$ cat config.mk
export PLATFORM = sky130hd
export DESIGN_NAME = pipe_ctrl
export DESIGN_NICKNAME = d
export VERILOG_FILES = /design/src/rtl/pipe_ctrl.sv
export SDC_FILE = /design/constraint.sdc
export NUM_CORES = 1
export LEC_CHECK = 0
export CORE_ASPECT_RATIO = 0.6
export CORE_MARGIN = 4
export CORE_UTILIZATION = 40
export DETAILED_ROUTE_END_ITERATION = 8
export PLACE_DENSITY = 0.82
export SETUP_SLACK_MARGIN = 0.05
export SYNTH_ARGS = -nofsm -noshare
export SYNTH_HDL_FRONTEND = slang
export SYNTH_SLANG_ARGS = --single-unit
$ cat constraint.sdc
create_clock -name clk -period 2.7 [get_ports clk]
set_clock_uncertainty 0.05 [all_clocks]
set_input_delay 0.405 -clock clk [delete_from_list [all_inputs] [get_ports clk]]
set_output_delay 0.405 -clock clk [all_outputs]
set_load 0.1 [all_outputs]
$ cat src/rtl/pipe_ctrl.sv
// pipe_ctrl: in-order pipeline control register chain with load-use/branch/mult-div
// hazard stall generation and a mult/div busy counter with a registered done pulse.
module pipe_ctrl #(
    parameter int WIDTH  = 11,
    parameter int STAGES = 3,
    parameter int MDLAT  = 4
) (
    input  logic                      clk,
    input  logic                      reset,
    input  logic [WIDTH-1:0]          ctrlD,
    input  logic                      validD,
    input  logic                      regwriteD,
    input  logic                      memtoregD,
    input  logic [4:0]                writeregD,
    input  logic [4:0]                rsD,
    input  logic [4:0]                rtD,
    input  logic                      usesrsD,
    input  logic                      usesrtD,
    input  logic                      branchD,
    input  logic                      mdstartD,
    input  logic                      mdreadD,
    input  logic                      flushE,
    output logic [STAGES*WIDTH-1:0]   ctrl_q,
    output logic [STAGES-1:0]         valid_q,
    output logic [STAGES*5-1:0]       writereg_q,
    output logic                      stall,
    output logic                      mdbusy,
    output logic                      mddone
);
    logic [WIDTH-1:0]  r_ctrl [STAGES];
    logic [4:0]        r_wr   [STAGES];
    logic [STAGES-1:0] r_valid, r_rw, r_mtr;
    logic [5:0]        r_cnt;
    logic              r_done;
    logic              w_m0, w_m1, w_lu, w_br, w_md, w_ld0, w_start;

    // a register-0 source never creates a dependency
    assign w_m0 = r_valid[0] && r_rw[0] &&
                  ((usesrsD && rsD != 5'd0 && rsD == r_wr[0]) ||
                   (usesrtD && rtD != 5'd0 && rtD == r_wr[0]));
    assign w_m1 = r_valid[1] && r_rw[1] &&
                  ((usesrsD && rsD != 5'd0 && rsD == r_wr[1]) ||
                   (usesrtD && rtD != 5'd0 && rtD == r_wr[1]));
    assign w_lu    = w_m0 && r_mtr[0];
    assign w_br    = branchD && (w_m0 || (w_m1 && r_mtr[1]));
    assign w_md    = (mdstartD || mdreadD) && mdbusy;
    assign stall   = validD && (w_lu || w_br || w_md);
    assign w_ld0   = !stall && !flushE;
    assign w_start = validD && mdstartD && w_ld0;
    assign mdbusy  = r_cnt != 6'd0;
    assign mddone  = r_done;
    assign valid_q = r_valid;

    for (genvar g = 0; g < STAGES; g++) begin : g_out
        assign ctrl_q[g*WIDTH +: WIDTH] = r_ctrl[g];
        assign writereg_q[g*5 +: 5]     = r_wr[g];
    end

    always_ff @(posedge clk) begin
        if (!reset) begin
            for (int k = 0; k < STAGES; k++) begin
                r_ctrl[k] <= '0;
                r_wr[k]   <= '0;
            end
            r_valid <= '0;
            r_rw    <= '0;
            r_mtr   <= '0;
            r_cnt   <= '0;
            r_done  <= 1'b0;
        end else begin
            r_ctrl[0]  <= w_ld0 ? ctrlD : '0;
            r_wr[0]    <= w_ld0 ? writeregD : 5'd0;
            r_valid[0] <= w_ld0 && validD;
            r_rw[0]    <= w_ld0 && regwriteD;
            r_mtr[0]   <= w_ld0 && memtoregD;
            for (int k = 1; k < STAGES; k++) begin
                r_ctrl[k]  <= r_ctrl[k-1];
                r_wr[k]    <= r_wr[k-1];
                r_valid[k] <= r_valid[k-1];
                r_rw[k]    <= r_rw[k-1];
                r_mtr[k]   <= r_mtr[k-1];
            end
            r_cnt  <= w_start ? 6'(MDLAT) : r_cnt - {5'd0, mdbusy};
            r_done <= r_cnt == 6'd1;
        end
    end
endmodule

Word level (Yosys, flattened, before mapping)
Memory sizes are Yosys's and may differ from the RTL's.
Index checks and enable logic that the tools add are counted.

storage, ports and cells
  register bits = 14
  RAM bits = 48
  input port bits = 37
  logic and storage cells = 65
  memories kept = 2

memories
  name    words  bits a word  read ports  clocked after memory_dff  wr ports  line  RTL
  r_ctrl  3      11           3           0                         3         30    logic [WIDTH-1:0] r_ctrl [STAGES];
  r_wr    3      5            3           0                         3         31    logic [4:0] r_wr [STAGES];

operators by class
  add/sub/neg operators = 1
  equality and inequality tests = 5
  mux-type cells = 11
  bitwise logic cells = 7
  reductions and logical operators = 33

operators by type and width
  cell                                                  count
  two-way mux 11 bit                                    4
  logical AND 1 bit                                     21
  equality test 5 bit                                   4
  two-way mux 5 bit                                     4
  nonzero test 5 bit                                    2
  equality test 6 x 1 -> 1 bit (second input constant)  1
  logical OR 1 bit                                      6
  bitwise OR 1 bit                                      6
  nonzero test 6 bit                                    1
  subtractor 6 x 1 -> 6 bit                             1
  two-way mux 3 bit                                     1
  zero test 1 bit                                       2
  two-way mux 1 bit                                     2
  OR reduction 2 bit                                    1
  NOT 1 bit                                             1

Depth between registers and ports, before layout
Gate-level depths: netlist of the first run.

  depth after elaboration = 15
  depth in mapped cells = 9

Worst setup path after synthesis of the first run
OpenSTA, ideal clock, no wires.

  kind = register -> output
  from = register r_valid[1], in the netlist valid_q[1]
  to = output port stall
  arrival time = 4078 ps
  slack = -1833 ps
  cell stages (with the launch flop) = 7
  buffers on the path = 0
  path through = dfxtp_1 -> and4_1 -> nand4_1 -> nor3_1 -> o221ai_4 -> nor2b_1 -> a21boi_0

on the way
  longest elaborated chain between the ends = 8

RTL lines
  what                             line  RTL
  start, declared                  32    logic [STAGES-1:0] r_valid, r_rw, r_mtr;
  start signal, assigned by index  79    r_valid[k] <= r_valid[k-1];
  logical AND 1 bit (2 in series)  41    assign w_m1 = r_valid[1] && r_rw[1] &&
  logical AND 1 bit                45    assign w_br = branchD && (w_m0 || (w_m1 && r_mtr[1]));
  logical OR 1 bit                 45
  logical AND 1 bit                45
  logical OR 1 bit (2 in series)   47    assign stall = validD && (w_lu || w_br || w_md);
  logical AND 1 bit                47
  end, declared                    26    output logic stall,

No other way between the ends.

Worst setup path in the final report of the first run
  from = input port branchD
  to = output port stall

on the way
  longest elaborated chain between the ends = 4

RTL lines
  what                            line  RTL
  start, declared                 19    input logic branchD,
  logical AND 1 bit               45
  logical OR 1 bit (2 in series)  47
  logical AND 1 bit               47

No other way between the ends.

==> results of run 1 <==
[logic make-up (layout without fill, tap and decap cells)]
group                    after synthesis  in the layout  share of synthesized area (%)
XOR/XNOR                              24             24                           9.60
flip-flops                            62             62                           56.7
buffers and inverters                  9            111                           1.89
AO/OA/AOI/OAI                         25             25                           9.37
adder cells (fa/ha/maj)                2              2                           1.14
AND/OR/NAND/NOR                       71             71                           21.3
[Yosys cell counts, types with 3 or more instances]
master     n
xnor2_1    9
and2_1    36
dfxtp_1   62
xor2_1    15
nor3b_1    3
nand2_1    6
clkbuf_1   6
a21boi_0  19
nor2_1     4
nor3_1     3
[layout make-up]
cell class	count	area share, %
Tap cell	66	2.51
Clock buffer	11	4.29
Inverter	2	0.228
Sequential cell	62	38.1
Multi-Input combinational cell	122	28.5
Clock inverter	4	1.44
Timing Repair Buffer	94	24.9
[repair_timing]
item | CTS | global route
setup endpoints to repair | 0 | 1
hold endpoints to repair | 0 | 0
resized for setup | 0 | 9
[metrics by stage]
step	utilization (%)	cell area (sq um)	total power, uW	setup slack, ns
6_report	63.6	3290	2830	0.111
4_1_cts	63.0	3260	2860	0.0534
3_3_place_gp	59.3	3070	2050	0.0603
5_1_grt	63.6	3290	2970	0.0366
2_1_floorplan	-	2220	1820	0.0602
3_5_place_dp	59.3	3070	2080	0.0569
[how the worst min path moves through the flow]
| stage | cells past startpoint | startpoint | to |
|---|---|---|---|
| after floorplan | 1 | r_rw[0]$_SDFF_PN0_ | r_rw[1]$_SDFF_PN0_ |
| after global placement | 1 | r_mtr[0]$_SDFF_PN0_ | r_mtr[1]$_SDFF_PN0_ |
| after detailed placement | 1 | r_ctrl[0][12]$_SDFF_PN0_ | r_ctrl[0][23]$_SDFF_PN0_ |
| after CTS | 1 | r_ctrl[0][12]$_SDFF_PN0_ | r_ctrl[0][23]$_SDFF_PN0_ |
| after global routing | 1 | r_ctrl[0][5]$_SDFF_PN0_ | r_ctrl[0][16]$_SDFF_PN0_ |
| final | 1 | r_rw[0]$_SDFF_PN0_ | r_rw[1]$_SDFF_PN0_ |
[per-layer routing]
layer	wire (um)	GRT usage, %	vias to the layer above
met5	0	0	-
met4	35	5.97	0
met3	493	8.05	4
met2	2390	24.8	68
met1	2490	20.5	788
li1	-	-	835
[worst register-to-register path, delay by kind of cell (launching register included)]
family / cells / cell delay (ns)
AND/OR/NAND/NOR: 6 / 0.90
adder cells (fa/ha/maj): 2 / 0.50
flip-flops: 1 / 0.33
XOR/XNOR: 1 / 0.15
[flip-flops by register name, indices dropped and copies added (netlist names)]
name	flops
r_mtr	2
r_wr	15
valid_q	3
r_rw	2
r_ctrl	33
r_cnt	6
mddone	1
[power by group through the flow]
stage / clock, uW / combinational, uW / sequential, uW
3_5_place_dp: 0 / 984 / 1090
6_report: 768 / 985 / 1070
2_1_floorplan: 0 / 369 / 1460
5_1_grt: 847 / 1040 / 1080
4_1_cts: 797 / 989 / 1070
3_3_place_gp: 0 / 962 / 1090
==> impl_metrics.toml, run 1 <==
[logic_synthesis]
synth_top_area_share_pct = 56.7
synth_ff_type = "dfxtp_1"
synth_seq_area_share_pct = 56.7
netlist_instances = 193
syn_area_sq_um = 2190
synth_top_area_cell = "dfxtp_1"
synth_warnings = 0
synth.avg_cell_area_sq_um = 11.3
async_flop_share_pct = 0
ys_seq_elements = 62
synth_enable_flop_cells = 0
synth_cell_types = 33
synth_area_leaders = "dfxtp_1, and2_1, a21boi_0"
syn_nets = 232

[clock_tree]
insertion_delay_ns = 0.32
cts_num_sinks = 62
htree_levels = 3
cts_buffers = 9
ctsHoldBuffers = 0
post-cts-setup-buffer-count = 0
clkSlewWorstSetupHoldPaths_ns = 0.06
cts_tree = "done"
cts_buffer_depth = 2
clock-root-buffer = "clkbuf_8"

[timing]
hold_slack_ns = 0.417
min_period_ns = 2.59
worstMarginPinSlew_ns = 0.396
hold_viol = 0
setup_viol_count_final = 0
post-route-period-util_pct = 95.9
slew_violations = 0
fmax_mhz = 386
totalNegativeSetupSlack_ns = 0
relSlewSlack_pct = 73.5
rsz0062_at_grt = "no"

[cells_and_area]
drive_gt1_share_pct = 32.9
antenna_cells = 0
layout_commonest_cell = "buf_4"
layout_common_cells = "buf_4, dfxtp_1, and2_1"
nNetsFinal = 330
instances_no_fill = 361
seqCellArea_sq_um = 1260
syn_to_final_growth_pct = 50.4
fillCellCount = 427
multiInputGateArea_sq_um = 937

[worst_setup_path]
crit_path_end_kind = "primary output"
cp.buffers_inverters = 2
cp-start-kind = "input pin"
cp.arrival_ns = 2.13
path_cells = "clkdlybuf4s50_1 -> o211a_1 -> nand4_1 -> nor3_2 -> o221ai_4 -> nor2b_2 -> a21boi_4 -> buf_12"
path_depth = 8
cpPeakStageDelay_ns = 0.48
cp-endpoint = "stall"
critPathLaunch = "branchD"
critPathRequiredTime_ns = 2.25
timing.rr.end = "r_cnt[4]$_SDFF_PP0_"
path_class = "in2out"
reg2reg_from = "r_cnt[2]$_SDFF_PN0_"
cp_max_fo = 2
crit_family = "buffers and inverters"
rrSetupSlack_ns = 0.65
ff2ff_path_depth = 9
slowest_stage = "clkdlybuf4s50_1"

[route]
wl_um = 5410
wire_per_inst_um = 15.0
ant_nets = 0
dr.pass1.iters = 4
drt_iter0_markers = 52
via_per_inst = 4.70
route.detailed.drc = 0
num_vias = 1695

[power_and_ir_drop]
power_density_nw_per_um2 = 858
net-switching-power_uw = 1090
p_leak_uw = 0.00149
vdd_drop_max_v = 0.000449
cell_internal_pwr_uw = 1740
clkPwrFrac_pct = 27.2
seq_power_share_pct = 38.0
sw_frac_of_total_pct = 38.4
p_comb_share_pct = 34.9

[floorplanning]
die_area_sq_um = 6760
rows = 20
fp.dieW_um = 104
dieHeight_um = 65.3
initial_utilization_pct = 42.3
core_sq_um = 5180
num_io_pins = 91

[grt]
overflow = 0
grt_max_degree = 44
grt_first_pass_wirelength_um = 8610
antenna_found_initial = 0
grt_use_total_pct = 16.5
grt_pass1_vias = 1716

[placed_design]
place.gp.congestion = 0.867
dp.cells = 346
hpwl_um = 3990
port_buffers = 90

[job]
cap_viol_max_count = 0

[status]
outcome = "finished, final reports clean"

[min_path]
hold_class = "reg2reg"
Note: power is estimated with default switching activity, not from simulation.
==> inputs of run 2 (changes only) <==
==> constraint.sdc (replaced) <==
create_clock -name clk -period 2.7 [get_ports clk]
set_clock_uncertainty 0.05 [all_clocks]
set_input_delay 0.27 -clock clk [delete_from_list [all_inputs] [get_ports clk]]
set_output_delay 0.27 -clock clk [all_outputs]
set_load 0.1 [all_outputs]
==> impl_metrics.toml, run 2 (synthesized netlist as in run 1, its figures left out) <==
[cells_and_area]
syn_to_final_growth_pct = 49.4
antenna_cells = 0
drive_gt1_share_pct = 31.4
fillCellCount = 411
nNetsFinal = 327
regMostFlops = "r_ctrl"
layout_commonest_cell = "buf_4"
top_regs = "r_ctrl (33), r_wr (15), r_cnt (6)"
largest_reg_flops = 33
layout_common_cells = "buf_4, dfxtp_1, and2_1, clkdlybuf4s50_1, a21boi_0"
instances_no_fill = 359

[power_and_ir_drop]
p_leak_uw = 0.00144
net-switching-power_uw = 1110
vdd_drop_max_v = 0.000502
sw_frac_of_total_pct = 37.9
cell_internal_pwr_uw = 1820
power_density_nw_per_um2 = 894
clkPwrFrac_pct = 30.2
p_comb_share_pct = 33.1
seq_power_share_pct = 36.6

[timing]
hold_slack_ns = 0.414
setup_ws_ns = 0.237
fmax_mhz = 406
slew_violations = 0
rsz0062_at_grt = "no"
relSlewSlack_pct = 72.5
min_period_ns = 2.46
totalNegativeSetupSlack_ns = 0
post-route-period-util_pct = 91.2
hold_viol = 0
worstMarginPinSlew_ns = 0.410
setup_viol_count_final = 0

[placed_design]
port_buffers = 90
place.gp.congestion = 0.874
pre_cts_ws_ns = 0.233
dp.cells = 343
hpwl_um = 3870

[floorplanning]
dieHeight_um = 65.3
rows = 20
core_sq_um = 5180
fp.dieW_um = 104
die_area_sq_um = 6760
initial_utilization_pct = 42.3
num_io_pins = 91

[route]
num_vias = 1691
dr.pass1.iters = 6
ant_nets = 0
route.detailed.drc = 0
wl_um = 5210
drt_iter0_markers = 48
via_per_inst = 4.71
wire_per_inst_um = 14.5

[job]
cap_viol_max_count = 0

[worst_setup_path]
ff2ff_path_depth = 9
critPathLaunch = "rtD[4]"
cp.arrival_ns = 2.14
critPathRequiredTime_ns = 2.38
rrSetupSlack_ns = 0.71
crit_path_end_kind = "primary output"
path_depth = 8
reg2reg_from = "r_cnt[2]$_SDFF_PN0_"
timing.rr.end = "r_cnt[4]$_SDFF_PP0_"
slowest_stage = "clkdlybuf4s50_1"
cp_max_fo = 3
cp-endpoint = "stall"
path_class = "in2out"
cp-start-kind = "input pin"
path_cells = "clkdlybuf4s50_1 -> xnor2_1 -> nand4_1 -> nor3_1 -> o221ai_4 -> nor2b_1 -> a21boi_4 -> buf_12"
crit_family = "buffers and inverters"
cp.buffers_inverters = 2
cpPeakStageDelay_ns = 0.54

[clock_tree]
cts_buffers = 9
clock-root-buffer = "clkbuf_8"
post-cts-setup-buffer-count = 0
clkSlewWorstSetupHoldPaths_ns = 0.07
insertion_delay_ns = 0.33
cts_tree = "done"
htree_levels = 3
ctsHoldBuffers = 0
cts_num_sinks = 62
cts_buffer_depth = 2
postCtsResizedCells = 0

[status]
outcome = "finished, final reports clean"

[grt]
grt_use_total_pct = 16.6
antenna_found_initial = 0
grt_pass1_vias = 1777
grt_first_pass_wirelength_um = 8630
overflow = 0
grt_max_degree = 44

[min_path]
hold_class = "reg2reg"
run 2: changes by cell type in the layout (fill, tap and decap cells not counted), sizes merged:
cell	previous run	this run
buf	58	55
bufinv	1	2
clkbuf	11	9
clkdlybuf4s50	31	36
clkinvlp	1	2
dlymetal6s2s	5	0
inv	2	3
run 2: layer usage:
layer,GRT usage (%),wire (um),vias to the layer above
met5,0,0,-
met2,25.5,2270,62
li1,-,-,834
met3,7.75,474,4
met4,6.80,41,0
met1,20.2,2430,791
run 2: layout make-up:
type / count / area, sq um / share of cell area [%]
sequential: 62 / 1260 / 38.4
clock buffer: 9 / 124 / 3.79
clock inverter: 7 / 97.6 / 2.98
tap: 66 / 82.6 / 2.52
inverter: 2 / 7.51 / 0.229
timing repair buffer: 91 / 786 / 24.0
multi-input combinational: 122 / 918 / 28.1
run 2: how the worst min path moves through the flow:
stage	end	cells past startpoint	from	slack (ns)
2_1_floorplan	valid_q[0]$_SDFF_PN0_	1	validD	0.37
3_3_place_gp	r_ctrl[0][18]$_SDFF_PN0_	1	r_ctrl[0][7]$_SDFF_PN0_	0.39
3_5_place_dp	r_ctrl[0][27]$_SDFF_PN0_	1	r_ctrl[0][16]$_SDFF_PN0_	0.40
4_1_cts	r_ctrl[0][27]$_SDFF_PN0_	1	r_ctrl[0][16]$_SDFF_PN0_	0.42
5_1_grt	r_ctrl[0][3]$_SDFF_PN0_	2	ctrlD[3]	0.42
6_report	r_ctrl[0][30]$_SDFF_PN0_	1	r_ctrl[0][19]$_SDFF_PN0_	0.41
run 2: power by group through the flow:
stage	clock, uW	sequential, uW	combinational [uW]
2_1_floorplan	0	1460	369
3_3_place_gp	0	1090	961
3_5_place_dp	0	1090	972
4_1_cts	908	1070	976
5_1_grt	957	1090	1030
6_report	884	1070	969
run 2: stage by stage:
step           util [%]  instance area, sq um  total power (uW)
6_report           63.2                  3270              2930
4_1_cts            63.2                  3270              2960
3_5_place_dp       58.9                  3050              2060
5_1_grt            63.2                  3270              3070
2_1_floorplan         -                  2220              1820
3_3_place_gp       58.9                  3050              2050
